[src/rtl/combi_pkg.sv]
// Shared types and constants for the combined ARM/RISC-V core pipeline.
// Holds the memory-access size codes, stage_m FSM states and the E->M register layout.
package combi_pkg;

    typedef enum logic [1:0] {
        MEM_B = 2'b00,
        MEM_H = 2'b01,
        MEM_W = 2'b10
    } mem_size_e;

    typedef enum logic {
        S_IDLE = 1'b0,
        S_RESP = 1'b1
    } stage_m_state_e;

    localparam logic [1:0] RS_MEM = 2'b01;

    // Size is kept as raw bits so the unused code 2'b11 can fall through to word.
    typedef struct packed {
        logic        reg_write;
        logic        mem_write;
        logic [1:0]  result_src;
        logic [1:0]  mem_size;
        logic        mem_signed;
        logic        arm;
        logic [4:0]  rd;
        logic [31:0] alu_result;
        logic [31:0] write_data;
        logic [31:0] pc_plus4;
    } em_reg_t;

    function automatic logic is_misaligned(input logic [1:0] size, input logic [1:0] addr);
        case (size)
            MEM_B:   is_misaligned = 1'b0;
            MEM_H:   is_misaligned = addr[0];
            default: is_misaligned = (addr != 2'b00);
        endcase
    endfunction

endpackage

[src/rtl/flopenr.sv]
// Resettable flop with load enable; async active-high reset clears it.
module flopenr #(
    parameter int WIDTH = 8
) (
    input  logic             clk,
    input  logic             rst,
    input  logic             i_en,
    input  logic [WIDTH-1:0] i_d,
    output logic [WIDTH-1:0] o_q
);

    // NOTE: sequential state uses non-blocking assignments so every flop samples pre-edge values.
    always_ff @(posedge clk or posedge rst) begin
        if (rst)
            o_q <= '0;
        else if (i_en)
            o_q <= i_d;
    end

endmodule

[src/rtl/ldfmt.sv]
// Load formatter: picks the addressed byte/half out of the read word and
// sign- or zero-extends it to 32 bits.
module ldfmt
    import combi_pkg::*;
(
    input  logic [1:0]  i_addr,
    input  logic [1:0]  i_size,
    input  logic        i_signed,
    input  logic [31:0] i_data,
    output logic [31:0] o_data
);

    logic [7:0]  w_byte;
    logic [15:0] w_half;

    always_comb begin
        // NOTE: every combinational output gets a default first so no path can infer a latch.
        w_byte = i_data[7:0];
        case (i_addr)
            2'd1:    w_byte = i_data[15:8];
            2'd2:    w_byte = i_data[23:16];
            2'd3:    w_byte = i_data[31:24];
            default: w_byte = i_data[7:0];
        endcase
        w_half = i_addr[1] ? i_data[31:16] : i_data[15:0];

        o_data = i_data;
        case (i_size)
            MEM_B:   o_data = {{24{i_signed & w_byte[7]}}, w_byte};
            MEM_H:   o_data = {{16{i_signed & w_half[15]}}, w_half};
            default: o_data = i_data;
        endcase
    end

endmodule

[src/rtl/stage_m.sv]
// Memory-access pipeline stage: E->M register, data-memory handshake FSM,
// store lane/strobe formatting and load alignment/extension.
module stage_m
    import combi_pkg::*;
(
    input  logic        clk,
    input  logic        rst,
    input  logic        RegWriteE,
    input  logic        MemWriteE,
    input  logic [1:0]  ResultSrcE,
    input  logic [1:0]  MemSizeE,
    input  logic        MemSignedE,
    input  logic        armE,
    input  logic [4:0]  RdE,
    input  logic [31:0] ALUResultE,
    input  logic [31:0] WriteDataE,
    input  logic [31:0] PCPlus4E,
    output logic        RegWriteM,
    output logic [1:0]  ResultSrcM,
    output logic [4:0]  RdM,
    output logic        armM,
    output logic [31:0] ALUResultM,
    output logic [31:0] ReadDataM,
    output logic [31:0] PCPlus4M,
    output logic        DReq,
    output logic        DWe,
    output logic [31:0] DAddr,
    output logic [31:0] DWData,
    output logic [3:0]  DStrb,
    input  logic        DGnt,
    input  logic        DRValid,
    input  logic [31:0] DRData,
    output logic        StallM,
    output logic        MisalignM
);

    em_reg_t        w_em_d;
    em_reg_t        w_em_q;
    stage_m_state_e r_state;
    stage_m_state_e w_state_next;
    logic           w_load;
    logic           w_store;
    logic           w_valid_op;
    logic           w_misalign;
    logic           w_mem_ok;
    logic           w_resp_done;
    logic [31:0]    w_ld_data;

    assign w_em_d = '{
        reg_write:  RegWriteE,
        mem_write:  MemWriteE,
        result_src: ResultSrcE,
        mem_size:   MemSizeE,
        mem_signed: MemSignedE,
        arm:        armE,
        rd:         RdE,
        alu_result: ALUResultE,
        write_data: WriteDataE,
        pc_plus4:   PCPlus4E
    };

    flopenr #(.WIDTH($bits(em_reg_t))) u_em_reg (
        .clk  (clk),
        .rst  (rst),
        .i_en (~StallM),
        .i_d  (w_em_d),
        .o_q  (w_em_q)
    );

    assign w_store    = w_em_q.mem_write;
    assign w_load     = (w_em_q.result_src == RS_MEM);
    assign w_valid_op = w_store | w_load;
    assign w_misalign = is_misaligned(w_em_q.mem_size, w_em_q.alu_result[1:0]);
    assign w_mem_ok   = w_valid_op & ~w_misalign;

    always_ff @(posedge clk or posedge rst) begin
        if (rst)
            r_state <= S_IDLE;
        else
            r_state <= w_state_next;
    end

    always_comb begin
        w_state_next = r_state;
        DReq         = 1'b0;
        StallM       = 1'b0;
        w_resp_done  = 1'b0;
        case (r_state)
            S_IDLE: begin
                if (w_mem_ok) begin
                    DReq   = 1'b1;
                    StallM = ~(DGnt & w_store);
                    if (DGnt && !w_store)
                        w_state_next = S_RESP;
                end
            end
            S_RESP: begin
                if (DRValid) begin
                    w_resp_done  = 1'b1;
                    w_state_next = S_IDLE;
                end else begin
                    StallM = 1'b1;
                end
            end
            default: w_state_next = S_IDLE;
        endcase
    end

    ldfmt u_ldfmt (
        .i_addr   (w_em_q.alu_result[1:0]),
        .i_size   (w_em_q.mem_size),
        .i_signed (w_em_q.mem_signed),
        .i_data   (DRData),
        .o_data   (w_ld_data)
    );

    // Store lanes and strobes depend only on the registered op, so they hold while DReq waits for DGnt.
    always_comb begin
        DWData = w_em_q.write_data;
        DStrb  = 4'b0000;
        case (w_em_q.mem_size)
            MEM_B: begin
                DWData = {4{w_em_q.write_data[7:0]}};
                DStrb  = 4'b0001 << w_em_q.alu_result[1:0];
            end
            MEM_H: begin
                DWData = {2{w_em_q.write_data[15:0]}};
                DStrb  = w_em_q.alu_result[1] ? 4'b1100 : 4'b0011;
            end
            default: begin
                DWData = w_em_q.write_data;
                DStrb  = 4'b1111;
            end
        endcase
        if (!w_mem_ok)
            DStrb = 4'b0000;
    end

    assign DWe        = DReq & w_store;
    assign DAddr      = {w_em_q.alu_result[31:2], 2'b00};
    assign MisalignM  = w_valid_op & w_misalign;
    assign ReadDataM  = w_resp_done ? w_ld_data : 32'd0;
    assign RegWriteM  = w_em_q.reg_write & ~MisalignM;
    assign ResultSrcM = w_em_q.result_src;
    assign RdM        = w_em_q.rd;
    assign armM       = w_em_q.arm;
    assign ALUResultM = w_em_q.alu_result;
    assign PCPlus4M   = w_em_q.pc_plus4;

endmodule

[config.mk]
export PLATFORM = sky130hd
export DESIGN_NAME = stage_m
export DESIGN_NICKNAME = d
export VERILOG_FILES = /design/src/rtl/combi_pkg.sv /design/src/rtl/flopenr.sv /design/src/rtl/ldfmt.sv /design/src/rtl/stage_m.sv
export SDC_FILE = /design/constraint.sdc
export NUM_CORES = 1
export LEC_CHECK = 0
export ABC_AREA = 1
export CAP_MARGIN = 20
export CORE_ASPECT_RATIO = 0.6
export CORE_MARGIN = 2
export CORE_UTILIZATION = 43
export CTS_BUF_LIST = sky130_fd_sc_hd__clkbuf_8 sky130_fd_sc_hd__clkbuf_16
export DETAILED_ROUTE_END_ITERATION = 8
export GPL_TIMING_DRIVEN = 0
export PLACE_DENSITY_LB_ADDON = 0.05
export SYNTH_ARGS = -nofsm -noshare
export SYNTH_HDL_FRONTEND = slang
export SYNTH_HIERARCHICAL = 1
export SYNTH_SLANG_ARGS = --single-unit
[constraint.sdc]
create_clock -name clk -period 8.6 [get_ports clk]
set_input_delay 1.29 -clock clk [delete_from_list [all_inputs] [get_ports clk]]
set_output_delay 1.29 -clock clk [all_outputs]
set_load 0.03 [all_outputs]
==> summary.md <==
| Metric | Value |
|---|---|
| Power Total | 4.602 mW |
| DP Wirelength | 15.59 mm |
| Overflow after GRT | 0 |
| Non-Filler Instances | 1354 |
| Initial antenna violation count | 0 |
| Most common cell after layout, fill and taps aside | nand2_1 |
| Detailed-route via count | 6315 |
| Warnings from Yosys | 6 |
| Multi-input gate area | 2551 sq um |
| Row count | 33 |
| Nets | 1320 |
| Number of global-route vias before repair | 5937 |
| First-pass GRT wire length | 30.50 mm |
| Diode count | 0 |
| Worst path depth | 11 |
| CTS tree | done |
| Routed WL | 20.02 mm |
| Crit-path slowest cell | clkdlybuf4s50_1 |
| P_leak | 4.946 nW |
| Core area | 13630 sq um |
| Layout cell share with drive strength beyond 1 | 9.669% |
| Syn avg cell area | 7.112 sq um |
| PD cells | 472.9 nW/um^2 |
| Final setup viols | 0 |
| Post-layout min period | 4647 ps |
| Hold Crit Class | reg -> reg |
| Vias per Instance | 4.664 |
| Clock Skews | 7.671 ps |
| Crit-path max cell delay | 690 ps |
| Iteration-0 DRC Markers | 321 |
| Final Util | 71.41% |
| Final Wtd Congestion | 0.8919 |
| Crit path max fanout | 10 |
| CTS Hold Buffers Added | 0 |
| Final worst slack | 3953 ps |
| Clock sink count | 110 |
| Iteration count of the initial detailed-routing pass | 5 |
| Setup_tns | 0 ps |
| Worst-path clk slew | 70 ps |
| Largest net degree at the start of global routing | 57 |
| Req. time, crit path | 7310 ps |
| Die Width | 156.4 um |
| Slew @ Worst Pin | 687.0 ps |
| Setup CP Type | in -> out |
| DRT antenna net count | 0 |
| Cell Area, Synth | 5996 sq um |
| Die Y | 95.47 um |
| Crit path DAT | 3360 ps |
| Final hold violation count | 0 |
| Bufs on Longest Clock Path | 2 |
| Post-synthesis sequential area ratio | 45.91% |
| Total GRT Usage | 26.33% |
| FF+latch area | 2753 sq um |
| # DRC | 0 |
| Worst Path Buf+Inv | 4 |
| VDD IR-drop max | 224.6 uV |
| Crit path cell chain | clkdlybuf4s50_1 > nand2_1 > nand2_4 > nand2_1 > nand2_2 > nand3_4 > buf_6 > nand3_2 > inv_1 > nor2_1 > clkdlybuf4s50_1 |
| H-tree depth | 3 |
| WL/cell | 14.79 um |
| Worst R2R Path Depth | 10 |
| Flops & latches, synth | 110 |
| DIE AREA | 14940 sq um |
| Skew-Pair Late Insertion Delay | 350 ps |
| Fmax | 215.2 MHz |
| Status | finished clean |
| PortBufs | 319 |
| Rel. slew slack | 54.20% |
| Num ports | 322 |
| # resized after CTS | 0 |
| Max Cap Viol | 0 |
| Number of distinct library cells after synthesis | 25 |
| Setup WS pre-CTS | 3985 ps |
| Area added between synthesis and finish | 62.29% |
| Initial Util | 44.00% |
| Max-slew violation count | 0 |
| Fill cells | 1134 |
| Commonest non-fill, non-tap cells in the layout | 476 x nand2_1, 319 x clkdlybuf4s50_1, 110 x dfrtp_1, 53 x inv_1, 39 x nor2_1 |
| Placed Cells | 1339 |
| CP Launch Type | input port |
| Hold path cells | 2 |
| CP endpoint kind | output pin |
| Setup Buffers After CTS | 0 |
| Period utilization | 54.03% |
| Cells after synthesis | 843 |
| Unrepaired setup endpoints after global routing | no |
| Clk root buf | clkbuf_16 |
| CP top delay family | buffers and inverters |
| CTS Buf Count | 9 |
-- report_power, final --
| part | internal, mW | leakage (nW) | switching [mW] | total, mW |
|---|---|---|---|---|
| registers | 0.789 | 1.33 | 0.200 | 0.989 |
| logic | 1.23 | 3.48 | 1.98 | 3.20 |
| clock network | 0.204 | 0.139 | 0.204 | 0.408 |
-- registers in the layout, indices dropped and copies added, names as in the netlist --
| name | cells |
|---|---|
| u_em_reg/o_q | 109 |
| r_state | 1 |
-- cell usage after synthesis (all sizes together) --
library cell / number / area [sq um]
nor2: 41 / 168.9
nand2: 482 / 1834
nand4: 2 / 12.51
conb: 1 / 3.750
buf: 61 / 432.9
nand3: 52 / 385.4
a21oi: 6 / 33.78
clkbuf: 11 / 41.29
or2: 1 / 6.260
nor3: 1 / 5.000
o21ai: 9 / 45.04
clkinv: 1 / 3.750
inv: 58 / 217.7
o211ai: 7 / 52.55
dfrtp: 110 / 2753
-- per-stage QoR --
stage          hold slack, ps  cell area (sq um)
2_1_floorplan           441.9               6000
3_3_place_gp            452.7               9412
3_5_place_dp            458.3               9442
4_1_cts                 476.4               9731
5_1_grt                 490.8               9731
6_report                472.1               9731
-- path summary, 6_finish.rpt --
kind	from	endpoint	slack, ps
setup / recovery	DRData[15]	ReadDataM[19]	3950
hold reg to reg	u_em_reg/o_q[50]	u_em_reg/o_q[50]	470
hold / removal	u_em_reg/o_q[50]	u_em_reg/o_q[50]	470
max in group asynchronous	rst	u_em_reg/o_q[49]	6450
min in group asynchronous	rst	r_state	1170
setup reg to reg	u_em_reg/o_q[103]	u_em_reg/o_q[38]	6690
-- cells by family after synthesis --
family                 Yosys count  synth area share (%)
and+or+nand+nor                579                 40.23
buffers and inverters          131                 11.60
other                            1               0.06254
DFF                            110                 45.91
AOI/OAI and AO/OA               22                 2.191
-- per-layer routing --
layer / vias to the layer above / GRT usage [%] / routed length, um
met5: - / 0 / 0
met4: 0 / 5.505 / 232
met3: 19 / 8.955 / 1894
met2: 241 / 43.36 / 9111
met1: 2876 / 34.07 / 8781
li1: 3179 / - / -
-- area by class of cell --
cell class	count	share of cell area (%)
multi-input combinational	603	26.22
inverter	59	2.302
sequential	110	28.29
timing repair buffer	320	33.10
buffer	72	4.873
tap	175	2.250
clock buffer	9	2.315
clock inverter	6	0.6558
-- tightest hold or removal path, cell delays in order (launching register included) --
cell     delay (ps)
dfrtp_1         350
nand2_1          50
nand2_1          40
Power figures use the tool's default switching activity.
